**config.mk**
```make
export PLATFORM = sky130hd
export DESIGN_NAME = ps2_key_decoder_flat
export DESIGN_NICKNAME = d
export VERILOG_FILES = /design/src/rtl/ps2_key_decoder_if.sv /design/src/rtl/ps2_key_decoder.sv /design/src/flat_wrapper.sv
export SDC_FILE = /design/constraint.sdc
export NUM_CORES = 1
export LEC_CHECK = 0
export ABC_AREA = 1
export CORE_MARGIN = 2
export CORE_UTILIZATION = 34
export CTS_CLUSTER_SIZE = 25
export DETAILED_ROUTE_END_ITERATION = 8
export PLACE_DENSITY_LB_ADDON = 0.2
export SKIP_CTS_REPAIR_TIMING = 1
export SLEW_MARGIN = 20
export SYNTH_ARGS = -nofsm -noshare
export SYNTH_HDL_FRONTEND = slang
export SYNTH_SLANG_ARGS = --single-unit
```
**constraint.sdc**
```tcl
create_clock -name inclock -period 3.25 [get_ports inclock]
set_clock_uncertainty 0.2 [all_clocks]
set_input_delay 0.4875 -clock inclock [delete_from_list [all_inputs] [get_ports inclock]]
set_output_delay 0.4875 -clock inclock [all_outputs]
set_load 0.02 [all_outputs]
```
**src/rtl/ps2_key_decoder_if.sv**
```systemverilog
// Byte-stream input and key-event FIFO output bundle of the PS/2 key decoder.
// master = byte source / event consumer, slave = the decoder itself.
interface ps2_key_decoder_if #(
    parameter int FIFO_DEPTH = 8
) ();
    localparam int CW = $clog2(FIFO_DEPTH) + 1;

    logic [7:0]    byte_in;
    logic          byte_valid;
    logic          pop;
    logic          clear_overflow;
    logic [7:0]    event_ascii;
    logic [7:0]    event_code;
    logic          event_release;
    logic          event_extended;
    logic          fifo_empty;
    logic          fifo_full;
    logic [CW-1:0] fifo_count;
    logic          overflow;
    logic [7:0]    last_data_received;

    modport master (
        output byte_in, byte_valid, pop, clear_overflow,
        input  event_ascii, event_code, event_release, event_extended,
               fifo_empty, fifo_full, fifo_count, overflow, last_data_received
    );

    modport slave (
        input  byte_in, byte_valid, pop, clear_overflow,
        output event_ascii, event_code, event_release, event_extended,
               fifo_empty, fifo_full, fifo_count, overflow, last_data_received
    );
endinterface

```
**src/rtl/ps2_key_decoder.sv**
```systemverilog
// PS/2 set-2 key decoder: E0/F0 prefix tracking, scancode->ASCII translation,
// show-ahead event FIFO with sticky overflow, and a last-pressed ASCII register.
module ps2_key_decoder #(
    parameter int FIFO_DEPTH     = 8,
    parameter bit REPORT_RELEASE = 1'b0
) (
    input  logic             inclock,
    input  logic             resetn,
    ps2_key_decoder_if.slave bus
);
    localparam int AW = $clog2(FIFO_DEPTH);
    localparam int CW = AW + 1;

    typedef enum logic [1:0] {S_IDLE, S_EXT, S_BRK, S_EXT_BRK} state_t;

    typedef struct packed {
        logic [7:0] ascii;
        logic [7:0] code;
        logic       rel;
        logic       ext;
    } entry_t;

    function automatic logic [7:0] to_ascii(input logic [7:0] sc);
        case (sc)
            8'h1C: return 8'h41;  8'h32: return 8'h42;  8'h21: return 8'h43;
            8'h23: return 8'h44;  8'h24: return 8'h45;  8'h2B: return 8'h46;
            8'h34: return 8'h47;  8'h33: return 8'h48;  8'h43: return 8'h49;
            8'h3B: return 8'h4A;  8'h42: return 8'h4B;  8'h4B: return 8'h4C;
            8'h3A: return 8'h4D;  8'h31: return 8'h4E;  8'h44: return 8'h4F;
            8'h4D: return 8'h50;  8'h15: return 8'h51;  8'h2D: return 8'h52;
            8'h1B: return 8'h53;  8'h2C: return 8'h54;  8'h3C: return 8'h55;
            8'h2A: return 8'h56;  8'h1D: return 8'h57;  8'h22: return 8'h58;
            8'h35: return 8'h59;  8'h1A: return 8'h5A;
            8'h45: return 8'h30;  8'h16: return 8'h31;  8'h1E: return 8'h32;
            8'h26: return 8'h33;  8'h25: return 8'h34;  8'h2E: return 8'h35;
            8'h36: return 8'h36;  8'h3D: return 8'h37;  8'h3E: return 8'h38;
            8'h46: return 8'h39;
            8'h29: return 8'h20;  8'h5A: return 8'h0D;  8'h66: return 8'h08;
            default: return 8'h00;
        endcase
    endfunction

    state_t        state_q, state_d;
    entry_t        mem_q [FIFO_DEPTH];
    entry_t        mem_d [FIFO_DEPTH];
    logic [AW-1:0] wr_ptr_q, wr_ptr_d, rd_ptr_q, rd_ptr_d;
    logic [CW-1:0] count_q, count_d;
    logic          full_q, full_d, empty_q, empty_d;
    logic          overflow_q, overflow_d;
    logic [7:0]    last_q, last_d;

    logic   evt, evt_rel, evt_ext, push, do_pop, accept, drop;
    entry_t new_entry, head;

    always_comb begin
        state_d   = state_q;
        evt       = 1'b0;
        evt_rel   = (state_q == S_BRK) || (state_q == S_EXT_BRK);
        evt_ext   = (state_q == S_EXT) || (state_q == S_EXT_BRK);
        if (bus.byte_valid) begin
            if (bus.byte_in inside {8'h00, 8'hAA, 8'hE1, 8'hEE, 8'hFA, 8'hFE, 8'hFF})
                state_d = S_IDLE;
            else if (bus.byte_in == 8'hE0)
                state_d = evt_rel ? S_EXT_BRK : S_EXT;
            else if (bus.byte_in == 8'hF0)
                state_d = evt_ext ? S_EXT_BRK : S_BRK;
            else begin
                evt     = 1'b1;
                state_d = S_IDLE;
            end
        end

        new_entry.ascii = evt_ext ? 8'h00 : to_ascii(bus.byte_in);
        new_entry.code  = bus.byte_in;
        new_entry.rel   = evt_rel;
        new_entry.ext   = evt_ext;

        // A pop frees a slot in the same cycle, so a full FIFO can still accept
        push   = evt && (!evt_rel || REPORT_RELEASE);
        do_pop = bus.pop && !empty_q;
        accept = push && (!full_q || do_pop);
        drop   = push && full_q && !do_pop;

        mem_d = mem_q;
        if (accept)
            mem_d[wr_ptr_q] = new_entry;
        wr_ptr_d = accept ? wr_ptr_q + AW'(1) : wr_ptr_q;
        rd_ptr_d = do_pop ? rd_ptr_q + AW'(1) : rd_ptr_q;
        count_d  = count_q + CW'(accept) - CW'(do_pop);
        full_d   = (count_d == CW'(FIFO_DEPTH));
        empty_d  = (count_d == '0);

        overflow_d = drop ? 1'b1 : (bus.clear_overflow ? 1'b0 : overflow_q);

        last_d = last_q;
        if (evt && !evt_rel && new_entry.ascii != 8'h00)
            last_d = new_entry.ascii;

        head = empty_q ? '0 : mem_q[rd_ptr_q];
    end

    always_ff @(posedge inclock or negedge resetn) begin
        if (!resetn) begin
            state_q    <= S_IDLE;
            mem_q      <= '{default: '0};
            wr_ptr_q   <= '0;
            rd_ptr_q   <= '0;
            count_q    <= '0;
            full_q     <= 1'b0;
            empty_q    <= 1'b1;
            overflow_q <= 1'b0;
            last_q     <= 8'h00;
        end else begin
            state_q    <= state_d;
            mem_q      <= mem_d;
            wr_ptr_q   <= wr_ptr_d;
            rd_ptr_q   <= rd_ptr_d;
            count_q    <= count_d;
            full_q     <= full_d;
            empty_q    <= empty_d;
            overflow_q <= overflow_d;
            last_q     <= last_d;
        end
    end

    assign bus.event_ascii        = head.ascii;
    assign bus.event_code         = head.code;
    assign bus.event_release      = head.rel;
    assign bus.event_extended     = head.ext;
    assign bus.fifo_empty         = empty_q;
    assign bus.fifo_full          = full_q;
    assign bus.fifo_count         = count_q;
    assign bus.overflow           = overflow_q;
    assign bus.last_data_received = last_q;
endmodule

```
**src/flat_wrapper.sv**
```systemverilog
// flat-port wrapper written by rule: the top's interface ports become plain ports
module ps2_key_decoder_flat 
#(
    parameter int FIFO_DEPTH     = 8,
    parameter bit REPORT_RELEASE = 1'b0
)
  (inclock, resetn, bus_byte_in, bus_byte_valid, bus_pop, bus_clear_overflow, bus_event_ascii, bus_event_code, bus_event_release, bus_event_extended, bus_fifo_empty, bus_fifo_full, bus_fifo_count, bus_overflow, bus_last_data_received);
  ps2_key_decoder_if #(.FIFO_DEPTH(FIFO_DEPTH)) bus_i ();
  input  logic inclock;
  input  logic resetn;
  input wire logic [$bits(bus_i.byte_in)-1:0] bus_byte_in;
  input wire logic [$bits(bus_i.byte_valid)-1:0] bus_byte_valid;
  input wire logic [$bits(bus_i.pop)-1:0] bus_pop;
  input wire logic [$bits(bus_i.clear_overflow)-1:0] bus_clear_overflow;
  output wire logic [$bits(bus_i.event_ascii)-1:0] bus_event_ascii;
  output wire logic [$bits(bus_i.event_code)-1:0] bus_event_code;
  output wire logic [$bits(bus_i.event_release)-1:0] bus_event_release;
  output wire logic [$bits(bus_i.event_extended)-1:0] bus_event_extended;
  output wire logic [$bits(bus_i.fifo_empty)-1:0] bus_fifo_empty;
  output wire logic [$bits(bus_i.fifo_full)-1:0] bus_fifo_full;
  output wire logic [$bits(bus_i.fifo_count)-1:0] bus_fifo_count;
  output wire logic [$bits(bus_i.overflow)-1:0] bus_overflow;
  output wire logic [$bits(bus_i.last_data_received)-1:0] bus_last_data_received;
  assign bus_i.byte_in = bus_byte_in;
  assign bus_i.byte_valid = bus_byte_valid;
  assign bus_i.pop = bus_pop;
  assign bus_i.clear_overflow = bus_clear_overflow;
  assign bus_event_ascii = bus_i.event_ascii;
  assign bus_event_code = bus_i.event_code;
  assign bus_event_release = bus_i.event_release;
  assign bus_event_extended = bus_i.event_extended;
  assign bus_fifo_empty = bus_i.fifo_empty;
  assign bus_fifo_full = bus_i.fifo_full;
  assign bus_fifo_count = bus_i.fifo_count;
  assign bus_overflow = bus_i.overflow;
  assign bus_last_data_received = bus_i.last_data_received;
  ps2_key_decoder #(.FIFO_DEPTH(FIFO_DEPTH), .REPORT_RELEASE(REPORT_RELEASE)) u_core (.inclock(inclock), .resetn(resetn), .bus(bus_i));
endmodule
```
* Word-level counts from Yosys, hierarchy flattened
Memories as Yosys holds them, arrays and structs flattened. Index checks and enable logic that the tools add are counted.
Cells by class: eq/ne operators 12, $add $sub $neg 4, reductions and logical operators 19, muxes and demuxes 20, magnitude comparators 3, bitwise gates (word level) 2
Operators by type and width (number):
- 144-bit bitwise mux | 1
- 18-bit 2-to-1 mux | 4
- 8-bit == test (second input constant) | 8
- 18-bit binary-select mux with 3-bit select | 1
- 18-bit demux with 3-bit select | 1
- 8-bit 2-to-1 mux | 2
- 4-bit >= comparator (second input constant) | 2
- 8-bit zero test | 1
- 2-bit 2-to-1 mux | 4
- 3-bit NOT with 4-bit output | 2
- 8-bit nonzero test | 1
- 1-bit logical AND | 7
- 1-bit 2-to-1 mux | 7
- 7-bit nonzero test | 1
- 3-bit by 1-bit adder with 3-bit output (second input constant) | 2
- 4-bit by 1-bit adder with 4-bit output | 1
- 2-bit == test (second input constant) | 2
- 4-bit == test (second input constant) | 1
- 1-bit zero test | 4
- 4-bit zero test | 1
- 4-bit by 1-bit < comparator with 1-bit output (second input constant) | 1
- 4-bit by 1-bit subtractor with 4-bit output | 1
- 1-bit logical OR | 3
- 2-bit by 1-bit == test with 1-bit output (second input constant) | 1
- 2-bit nonzero test | 1
Word-level totals: ROM bits 896, output and inout bits 33, bits in registers 167, input port bits 13, memories 1
Memories:
- (no name shown) | depth 128, bits a word 7, read ports 1, clocked after Yosys merged registers in 0, wr ports 0, line ps2_key_decoder.sv:24 | case (sc)

* Depth between registers and ports, before layout
Gate-level depths: netlist of the first run.
depth in word-level cells 10, gate-level depth with buffers 16, gate-level depth less buffers 15

* Worst setup path after synthesis of the first run
Ideal clock, no wire load.
path kind in2reg, start point input bus_byte_in[0], end point register u_core.empty_q, in the netlist u_core.bus.fifo_empty, stages on the path 16, data required time 2982 ps, setup time 68 ps, slack 16 ps, arrival 2967 ps, path through inv_1 buf_2 ha_1 nand2_1 nor2_1 nand4_1 o21ai_1 nor2_2 and3_1 clkbuf_1 ha_1 inv_1 fa_1 inv_1 or3_1 nor2_1
Between the ends: longest elaborated chain between the ends 10, elaborated cells on any way between the ends 19
RTL lines:
- start: declaration | line flat_wrapper.sv:11 | input wire logic [$bits(bus_i.byte_in)-1:0] bus_byte_in;
- 8-bit == test | line ps2_key_decoder.sv:65 | else if (bus.byte_in == 8'hF0)
- 1-bit 2-to-1 mux | line ps2_key_decoder.sv:65
- 1-bit 2-to-1 mux | line ps2_key_decoder.sv:63 | else if (bus.byte_in == 8'hE0)
- 1-bit 2-to-1 mux (*) | line ps2_key_decoder.sv:61 | if (bus.byte_in inside {8'h00, 8'hAA, 8'hE1, 8'hEE, 8'hFA, 8'hFE, 8'hFF})
- 1-bit 2-to-1 mux (*) | line ps2_key_decoder.sv:60 | if (bus.byte_valid) begin
- 1-bit logical AND (*) | line ps2_key_decoder.sv:79 | push = evt && (!evt_rel || REPORT_RELEASE);
- 1-bit logical AND (*) | line ps2_key_decoder.sv:81 | accept = push && (!full_q || do_pop);
- net u_core.accept | line ps2_key_decoder.sv:52 | logic evt, evt_rel, evt_ext, push, do_pop, accept, drop;
- 4-bit by 1-bit adder with 4-bit output (*) | line ps2_key_decoder.sv:89 | count_d = count_q + CW'(accept) - CW'(do_pop);
- 4-bit by 1-bit subtractor with 4-bit output (*) | line ps2_key_decoder.sv:89
- net u_core.count_d[1] | line ps2_key_decoder.sv:47 | logic [CW-1:0] count_q, count_d;
- 4-bit zero test (*) | line ps2_key_decoder.sv:91 | empty_d = (count_d == '0);
- net u_core.empty_d | line ps2_key_decoder.sv:48 | logic full_q, full_d, empty_q, empty_d;
- end signal: assignment | line ps2_key_decoder.sv:120 | empty_q <= empty_d;
- end: declaration | line ps2_key_decoder.sv:48
Mark *: on every way through the listed nets, which the timed path passes. The rest lies on a longest branch. A chain may end at the register's enable or synchronous reset.

* Worst setup path after layout of the first run
start point register u_core.rd_ptr_q[0], end point output bus_event_code[5]
Between the ends: longest elaborated chain between the ends 5
RTL lines:
- start: declaration | line ps2_key_decoder.sv:46 | logic [AW-1:0] wr_ptr_q, wr_ptr_d, rd_ptr_q, rd_ptr_d;
- start signal: assignment | line ps2_key_decoder.sv:117 | rd_ptr_q <= rd_ptr_d;
- 3-bit NOT with 4-bit output (implied by the code) | line ps2_key_decoder.sv:99 | head = empty_q ? '0 : mem_q[rd_ptr_q];
- 18-bit binary-select mux with 3-bit select | line ps2_key_decoder.sv:99
- 18-bit 2-to-1 mux (implied by the code) (2 in series) | line ps2_key_decoder.sv:99
- 18-bit 2-to-1 mux | line ps2_key_decoder.sv:99
- end: declaration | line flat_wrapper.sv:16 | output wire logic [$bits(bus_i.event_code)-1:0] bus_event_code;
No other way between the ends. The select of a mux whose other input is x is not followed.

==> results.md, run 1 <==
* Status: finished clean
* Routability Congestion at between 0.8 and 0.9
* Critical path class: reg -> out
* Layout cells sized above 1 at 0.139
* Rows at 56
* Register area share after synthesis at 0.491
* Die area at about 0.025 mm^2
* H-Tree Depth at 4
* DP Wirelength at approximately 15000 um
* Grt ovf at 0
* Share of the synthesized area in the top cell type at 0.488
* Critical Path Source Type: flip-flop
* GRT met1 Usage at 0.273
* Synth-to-Final Area Change at 22.2%
* Peak-usage layer in the global routing report: met2
* Fill cells at 2383
* WL/cell at about 16 um
* Detail Route Antenna Nets at 0
* Reg-to-Reg Start: u_core.bus.fifo_empty
* Pleak at 0.00464 uW
* Synth area leaders: dfrtp_1 (49%), o21ai_0 (13%), nand2_1 (10%), nor2_1 (5.7%), nand3_1 (3.1%)
* Fin crit share at 0.976
* DRC Markers at 0
* Yosys top cell by area: dfrtp_1
* Mean Syn Cell Area at 8.00 um^2
* IO buf count at 43
* Core footprint at 0.0233 mm^2
* Reported max-cap violation count at 0
* Synth top cells by count: nand2_1 (219), o21ai_0 (207), dfrtp_1 (157), nor2_1 (123), nand3_1 (50)
* 1st-pass router iterations at 5
* Slew Viols, Final at 0
* Final Total Pwr at approximately 9100 uW
* Worst-path fanout max at 39
* Synthesized area at around 0.0081 mm^2
* Vias at 6979
* Antenna violations before repair at 0
* Final setup viols at 0
* First-pass GRT wire length at 37300 um
* Worst-Margin Slew at ~0.64 ns
* Total track usage at 0.193
* Slew HR at 0.572
* Worst endpoint required time at 2.56 ns
* Post-layout nets at roughly 1100
* Fraction of registers with async set/reset at 1.00
* Drt total wl at 22800 um
* Crit path from: u_core.rd_ptr_q[0]
* Die width at between 150 and 200 um
* Clk_lat worst skew at between 0.4 and 0.5 ns
* M2 GR Usage at 0.311
* CTS tree: built
* Total CTS buffers at 17
* Number of cells after detailed placement at 1369
* Clock Root Buffer: clkbuf_16
* Via/cell ratio at between 4 and 5
* CTS Sinks at around 160
* Unique masters post-synth at 40
* F_max at 315 MHz
* CTS clk-pin slew, worst paths at around 0.060 ns
* I/O pins at 46
* Max VDD drop at approximately 0.00042 V
* Largest net degree at the start of global routing at 69
* ANT cells at 0
* CP arrival at 2.48 ns
* Clk buf depth at 2
* Hold Vio Cnt, Final at 0
* Number of flops mapped to enable cells by yosys at 0
* Starting Density at 0.345
* Yosys warnings at 0
* Critical Path Sink Type: output port
* GRT met3 Usage at 0.0224
* Synth Instances at ~1000
* Hold Crit Class: reg -> reg
* Post-synthesis register bit count at about 160
* Unrepaired setup endpoints after global routing: false
* Vias in the first global route at around 6800
* Worst Min Path Start: u_core.bus.last_data_received[6]
* Fin crit period at ~3.2 ns
* Cell with the most instances after synthesis: nand2_1
* Die Ht at 158 um
* Power Density at a little over 900 mW/mm^2
* Most used flip-flop cell after synthesis: dfrtp_1
* Final Non-Filler Cells at 1401
* Initial DRC Count at around 480
## per-stage QoR
stage | hold slack (ns) | utilization | cell area (um^2) | worst slack (ns) | TNS, ns
global route | 0.298 | 0.422 | 9840 | 0.00692 | 0
CTS | -0.118 | 0.419 | 9780 | -0.0896 | -0.388
floorplan | -0.00809 | - | 8060 | 0.0157 | 0
global placement | 0.261 | 0.395 | 9210 | -0.261 | -0.519
detailed placement | 0.265 | 0.395 | 9210 | -0.340 | -0.670
finish | 0.276 | 0.422 | 9840 | 0.0780 | 0
## kinds of logic (layout without fill, tap and decap cells)
| group | Yosys count | in the layout | share of synthesized area |
|---|---|---|---|
| and+or+nand+nor | 430 | 430 | 0.225 |
| AOI/OAI and AO/OA | 281 | 281 | 0.188 |
| DFF | 158 | 158 | 0.491 |
| buffers and inverters | 118 | 192 | 0.0673 |
| adders and majority gates | 14 | 14 | 0.0227 |
| xor gates and xnor gates | 5 | 5 | 0.00544 |
| other | 1 | 2 | 0.000466 |
## power breakdown
group	switching, uW	internal [uW]
registers	406	2700
logic	2370	1620
clock network	883	1100
total	3660	5410
## metal layers
metal	wire length, um	share of wire
met1	11100	0.49
met2	10600	0.47
met3	736	0.032
met4	350	0.015
met5	0	0
## path summary, 6_finish.rpt
path	to	slack, ns	cells past startpoint
worst max-delay path	bus_event_code[5]	0.08	6
worst min-delay path	u_core.bus.last_data_received[6]	0.28	2
worst max register to register	u_core.bus.fifo_empty	0.60	12
worst min register to register	u_core.bus.last_data_received[6]	0.28	2
max in group asynchronous	u_core.rd_ptr_q[0]	1.61	3
min in group asynchronous	u_core.mem_q[75]	0.43	2
## cell type report
| class | instances | area [um^2] | share of cell area |
|---|---|---|---|
| clock buffers | 19 | 443 | 0.0450 |
| flip-flops and latches | 158 | 3960 | 0.402 |
| clock inverters | 12 | 126 | 0.0128 |
| inverters | 51 | 194 | 0.0197 |
| multi-input cells | 732 | 3570 | 0.362 |
| repair buffers | 110 | 1160 | 0.117 |
| well taps | 319 | 399 | 0.0406 |
## critical path, cell delays in order (launching register included)
cell and delay, ns:
dfrtp_2 0.43, buf_12 0.22, o21ai_0 0.12, o22ai_1 0.21, o21ai_0 0.10, a31oi_1 0.30
clkdlybuf4s50_1 0.68
## cells in the final DEF, fill, tap and decap left out, drive strengths merged, types with 10 or more instances in the layout
cell type / netlist / final
clkdlybuf4s50: 0 / 32
dlymetal6s2s: 0 / 10
inv: 50 / 56
a31oi: 17 / 17
nor2: 124 / 124
nand2: 236 / 236
buf: 33 / 67
o21ai: 224 / 224
o22ai: 16 / 16
clkbuf: 34 / 19
ha: 13 / 13
nand3: 58 / 58
a21oi: 21 / 21
dfrtp: 157 / 157
## flip-flops by register name (all words and copies together), names as in the netlist
signal	cells
u_core.wr_ptr_q	3
u_core.mem_q	136
u_core.bus.fifo_empty	1
u_core.state_q	2
u_core.bus.last_data_received	7
u_core.bus.fifo_count	4
u_core.bus.fifo_full	1
u_core.bus.overflow	1
u_core.rd_ptr_q	3
Power figures use the tool's default switching activity.
==> inputs of run 2 (changes only) <==
--- a/config.mk
+++ b/config.mk
@@ -6,13 +6,14 @@
 export NUM_CORES = 1
 export LEC_CHECK = 0
 export ABC_AREA = 1
+export CAP_MARGIN = 5
 export CORE_MARGIN = 2
 export CORE_UTILIZATION = 34
 export CTS_CLUSTER_SIZE = 25
 export DETAILED_ROUTE_END_ITERATION = 8
 export PLACE_DENSITY_LB_ADDON = 0.2
 export SKIP_CTS_REPAIR_TIMING = 1
-export SLEW_MARGIN = 20
+export SLEW_MARGIN = 0
 export SYNTH_ARGS = -nofsm -noshare
 export SYNTH_HDL_FRONTEND = slang
 export SYNTH_SLANG_ARGS = --single-unit
==> constraint.sdc (replaced) <==
create_clock -name inclock -period 2.87 [get_ports inclock]
set_clock_uncertainty 0.2 [all_clocks]
set_input_delay 0.4305 -clock inclock [delete_from_list [all_inputs] [get_ports inclock]]
set_output_delay 0.4305 -clock inclock [all_outputs]
set_load 0.02 [all_outputs]
==> results.md, run 2 (synthesized netlist as in run 1, its figures left out) <==
* Status: finished clean
* Crit path to: u_core.bus.fifo_full
* Clock Root Buffer: clkbuf_16
* PnR worst setup slack at about 0.13 ns
* Sequential Power Share at 0.335
* Met1 WL at approximately 11000 um
* Unrepaired setup endpoints after global routing: false
* Fin crit share at 0.955
* Fin crit period at between 2 and 3 ns
* Total track usage at 0.191
* Max FFs per register at 136
* Max layer used: met4
* Critical Path Source Type: input pin
* Initial DRC Count at between 500 and 600
* ANT cells at 0
* I/O pins at between 40 and 50
* Vias in the first global route at 6671
* Total CTS buffers at 17
* Antenna violations before repair at 0
* Switch share at 0.395
* Place WS at -0.422 ns
* Drt total wl at approximately 23000 um
* Vias at around 7000
* Setup TNS at 0 ns
* Worst-Margin Slew at 0.628 ns
* 1st-pass router iterations at 5
* Clk_lat worst skew at between 0.4 and 0.5 ns
* Post-layout nets at 1115
* CTS tree: built
* Largest Register: u_core.mem_q
* Wire length on met2 at approximately 11000 um
* Worst-path fanout max at 3
* Most frequent cells in the layout: nand2_1 (219), o21ai_0 (207), dfrtp_1 (156)
* DRC Markers at 0
* Int Pwr at 6360 uW
* Power Density at a little over 1000 mW/mm^2
* Die area at between 0.02 and 0.025 mm^2
* IO buf count at 43
* H-Tree Depth at 4
* Pleak at 0.00485 uW
* Final Total Pwr at approximately 11000 uW
* FF-to-FF setup slack at roughly 0.30 ns
* Reported max-cap violation count at 0
* Clk buf depth at 2
* Max VDD drop at 0.000503 V
* DP Wirelength at between 15000 and 20000 um
* Crit path from: bus_byte_in[4]
* Met3 WL at 863 um
* CTS clk-pin slew, worst paths at approximately 0.07 ns
* Clock Power Share at 0.220
* Comb power frac at 0.445
* FF-to-FF path depth at 11
* CP arrival at between 2 and 3 ns
* Worst endpoint required time at 3.04 ns
* CTS Sinks at about 160
* Via/cell ratio at 4.96
* P_sw at between 4000 and 5000 uW
* Die Ht at 158 um
* Die width at 158 um
* Rows at 56
* Final setup viols at 0
* Slew Viols, Final at 0
* Synth-to-Final Area Change at 26.2%
* Detail Route Antenna Nets at 0
* Critical Path Sink Type: flip-flop
* F_max at about 360 MHz
* WL/cell at ~16 um
* Slew HR at 0.581
* Critical path class: in -> reg
* First-pass GRT wire length at 36600 um
* Hold Crit Class: reg -> reg
* Commonest non-fill, non-tap cell in the layout: nand2_1
* Starting Density at 0.345
* Core footprint at 0.0233 mm^2
* Layout cells sized above 1 at 0.167
* Reg2Reg Capture Point: u_core.bus.fifo_full
* Grt ovf at 0
* Largest net degree at the start of global routing at between 60 and 70
* Reg-to-Reg Start: u_core.bus.fifo_empty
* Hold Vio Cnt, Final at 0
* Routability Congestion at 0.884
-- run 2: cell count changes in the layout (fill, tap and decap cells not counted), sizes merged --
cell and delta:
clkdlybuf4s50 -9, clkinvlp +2, clkinv +1, dlymetal6s2s +8
buf +18, bufinv +1, inv -3, clkbuf +1
-- run 2: how the worst min path moves through the flow --
| stage | startpoint | endpoint | slack [ns] | depth (start not counted) |
|---|---|---|---|---|
| final | u_core.bus.last_data_received[3] | u_core.bus.last_data_received[3] | 0.28 | 2 |
| after detailed placement | u_core.bus.last_data_received[3] | u_core.bus.last_data_received[3] | 0.26 | 2 |
| after global routing | u_core.bus.last_data_received[3] | u_core.bus.last_data_received[3] | 0.30 | 2 |
| after floorplan | resetn | u_core.bus.fifo_count[0] | -0.07 | 0 |
| after global placement | u_core.bus.last_data_received[1] | u_core.bus.last_data_received[1] | 0.26 | 2 |
| after CTS | resetn | u_core.mem_q[127] | -0.19 | 1 |
-- run 2: worst max-delay path, stage by stage --
cell and delay, ns:
clkdlybuf4s50_1 0.54, inv_2 0.06, nand2_2 0.09, nor3_2 0.05, inv_1 0.05, nor2_1 0.04
inv_2 0.05, nand3_1 0.07, nor2_2 0.13, and3_4 0.22, ha_4 0.13, inv_1 0.04
fa_2 0.51, inv_1 0.05, or3_4 0.36, nor2_1 0.09
-- run 2: layout make-up --
| class | count | area (um^2) |
|---|---|---|
| clock buffers | 19 | 453 |
| clock inverters | 13 | 155 |
| fillers | 2284 | 13200 |
| inverters | 51 | 193 |
| multi-input cells | 732 | 3640 |
| flip-flops and latches | 158 | 3960 |
| well taps | 319 | 399 |
| repair buffers | 128 | 1370 |
-- run 2: per-stage QoR --
| step | cells | hold WS [ns] | instance area [um^2] | utilization |
|---|---|---|---|---|
| floorplan | 1008 | -0.0651 | 8130 | - |
| global placement | 1386 | 0.257 | 9470 | 0.406 |
| detailed placement | 1386 | 0.262 | 9470 | 0.406 |
| CTS | 1418 | -0.186 | 10100 | 0.432 |
| global route | 1420 | 0.297 | 10200 | 0.436 |
| finish | 1420 | 0.277 | 10200 | 0.436 |
-- run 2: power by group through the flow --
| stage | Combinational, uW | Clock, uW | Sequential (uW) |
|---|---|---|---|
| floorplan | 2860 | 0 | 3490 |
| global placement | 4700 | 0 | 3530 |
| CTS | 4740 | 2360 | 3520 |
| finish | 4690 | 2320 | 3520 |
| global route | 5240 | 2450 | 3630 |
| detailed placement | 4740 | 0 | 3540 |
-- run 2: per-layer routing --
layer / track usage / vias to the layer above
li1: - / 3493
met1: 0.267 / 3351
met2: 0.310 / 171
met3: 0.0290 / 22
met4: 0.0519 / 0
met5: 0 / -
==> inputs of run 3 (changes only) <==
--- a/config.mk
+++ b/config.mk
@@ -8,8 +8,8 @@
 export ABC_AREA = 1
 export CAP_MARGIN = 5
 export CORE_MARGIN = 2
-export CORE_UTILIZATION = 34
-export CTS_CLUSTER_SIZE = 25
+export CORE_UTILIZATION = 49
+export CTS_CLUSTER_SIZE = 20
 export DETAILED_ROUTE_END_ITERATION = 8
 export PLACE_DENSITY_LB_ADDON = 0.2
 export SKIP_CTS_REPAIR_TIMING = 1
==> results.md, run 3 (synthesized netlist as in run 1, its figures left out) <==
* Status: finished clean
* Drt total wl at between 20000 and 25000 um
* Final setup viols at 0
* WHS Path Cells at 2
* Antenna violations before repair at 0
* Number of cells after detailed placement at 1278
* Most frequent cells in the layout: nand2_1 (219), o21ai_0 (207), dfrtp_1 (156)
* Slew Viols, Final at 0
* F_max at ~370 MHz
* Post-DP Area at slightly above 0.009 mm^2
* Reported max-cap violation count at 0
* Die area at roughly 0.017 mm^2
* Slew HR at 0.567
* Die Ht at between 100 and 150 um
* Worst-Margin Slew at between 0.6 and 0.7 ns
* ANT cells at 0
* Fin crit period at between 2 and 3 ns
* Clock Power Share at 0.220
* FF-to-FF path depth at 11
* WL/cell at roughly 17 um
* Worst-path fanout max at 6
* Routability Congestion at roughly 0.92
* CTS tree: built
* Vias at slightly above 7000
* CP arrival at between 2 and 3 ns
* Die width at 132 um
* Comb power frac at 0.439
* Worst Min Path Start: u_core.bus.last_data_received[5]
* Clk buf depth at 2
* Largest net degree at the start of global routing at 68
* Synth-to-Final Area Change at 23.7%
* Via/cell ratio at 5.44
* Worst Hold Path EP: u_core.bus.last_data_received[5]
* Grt ovf at 0
* Reg2Reg Capture Point: u_core.bus.fifo_empty
* Core footprint at about 0.016 mm^2
* H-Tree Depth at 4
* FF-to-FF setup slack at 0.31 ns
* CTS Sinks at between 150 and 200
* Cell area after layout at roughly 0.01 mm^2
* 1st-pass router iterations at 5
* Commonest non-fill, non-tap cell in the layout: nand2_1
* Clock Root Buffer: clkbuf_16
* Hold Vio Cnt, Final at 0
* CTS clk-pin slew, worst paths at 0.06 ns
* IO buf count at 43
* Clk_lat worst skew at around 0.43 ns
* DP Wirelength at around 14000 um
* Reg-to-Reg Start: u_core.bus.fifo_empty
* P_sw at approximately 4100 uW
* Total CTS buffers at 17
* Switch share at 0.397
* Sequential Power Share at 0.341
* Critical path class: in -> reg
* Layout cells sized above 1 at 0.157
* Total track usage at 0.260
* Critical Path Sink Type: flip-flop
* Initial DRC Count at 668
* Max VDD drop at 0.000545 V
* Rows at 46
* Final Non-Filler Cells at roughly 1300
* Final Total Pwr at 10400 uW
* Post-layout nets at between 1000 and 1500
* Max FFs per register at about 140
* Fin crit share at 0.941
* Int Pwr at ~6300 uW
* Worst endpoint required time at 3.04 ns
* I/O pins at 46
* DRC Markers at 0
* First-pass GRT wire length at 36300 um
* Detail Route Antenna Nets at 0
* Final Core Density at 0.623
* Critical Path Source Type: input pin
* Vias in the first global route at 6950
* Power Density at around 1000 mW/mm^2
* Starting Density at 0.503
* Largest Register: u_core.mem_q
* Pleak at approximately 0.0048 uW
* Hold Crit Class: reg -> reg
run 3: cell types whose count changed in the layout (fill, tap and decap cells not counted), sizes merged:
cell	change
buf	-6
clkdlybuf4s50	-1
clkbuf	-2
clkinv	+1
dlymetal6s2s	+2
run 3: power by group through the flow:
stage,Combinational [uW],Sequential [uW],Clock [uW]
after floorplan,2860,3490,0
after global placement,4540,3530,0
after detailed placement,4610,3560,0
after CTS,4650,3530,2310
after global routing,5100,3640,2410
final,4570,3550,2290
run 3: routing by layer:
metal  up-vias  part of all wire  routed length, um  GRT usage
li1       3477                 -                  -          -
met1      3436              0.46               9910      0.350
met2       196              0.48              10500      0.437
met3        28             0.043                926     0.0427
met4         0             0.015                329     0.0747
met5         -                 0                  0          0
run 3: through the flow:
step	TNS, ns	hold slack (ns)	worst slack (ns)
5_1_grt	-0.00145	0.303	-0.00145
4_1_cts	-3.25	-0.180	-0.254
2_1_floorplan	0	-0.0651	0.0156
6_report	0	0.275	0.168
3_5_place_dp	-7.43	0.263	-0.413
3_3_place_gp	-1.05	0.260	-0.350
run 3: how the worst max path moves through the flow:
| stage | to | slack (ns) | startpoint | cells past startpoint |
|---|---|---|---|---|
| after CTS | bus_event_code[1] | -0.25 | u_core.rd_ptr_q[0] | 7 |
| after global routing | bus_event_ascii[0] | -0.001 | u_core.rd_ptr_q[1] | 7 |
| after detailed placement | u_core.bus.fifo_empty | -0.41 | bus_byte_in[0] | 15 |
| after global placement | u_core.bus.fifo_empty | -0.35 | bus_byte_in[0] | 15 |
| after floorplan | u_core.bus.fifo_empty | 0.02 | bus_byte_in[0] | 16 |
| final | u_core.bus.fifo_empty | 0.17 | bus_byte_in[2] | 13 |
run 3: cell type report:
type | count | area (um^2)
tap | 216 | 270
timing repair buffer | 122 | 1330
multi-input combinational | 732 | 3620
fill | 1445 | 6030
clock inverter | 14 | 160
inverter | 51 | 193
clock buffer | 18 | 439
sequential | 158 | 3960
run 3: worst max-delay path, stage by stage:
cell	delay, ns
clkdlybuf4s50_1	0.61
nor2_1	0.08
o2bb2ai_1	0.13
nand2_1	0.08
o31ai_2	0.06
nor2_2	0.11
and3_4	0.20
ha_4	0.12
inv_1	0.04
fa_1	0.47
inv_1	0.04
or3_1	0.36
nor2_1	0.12
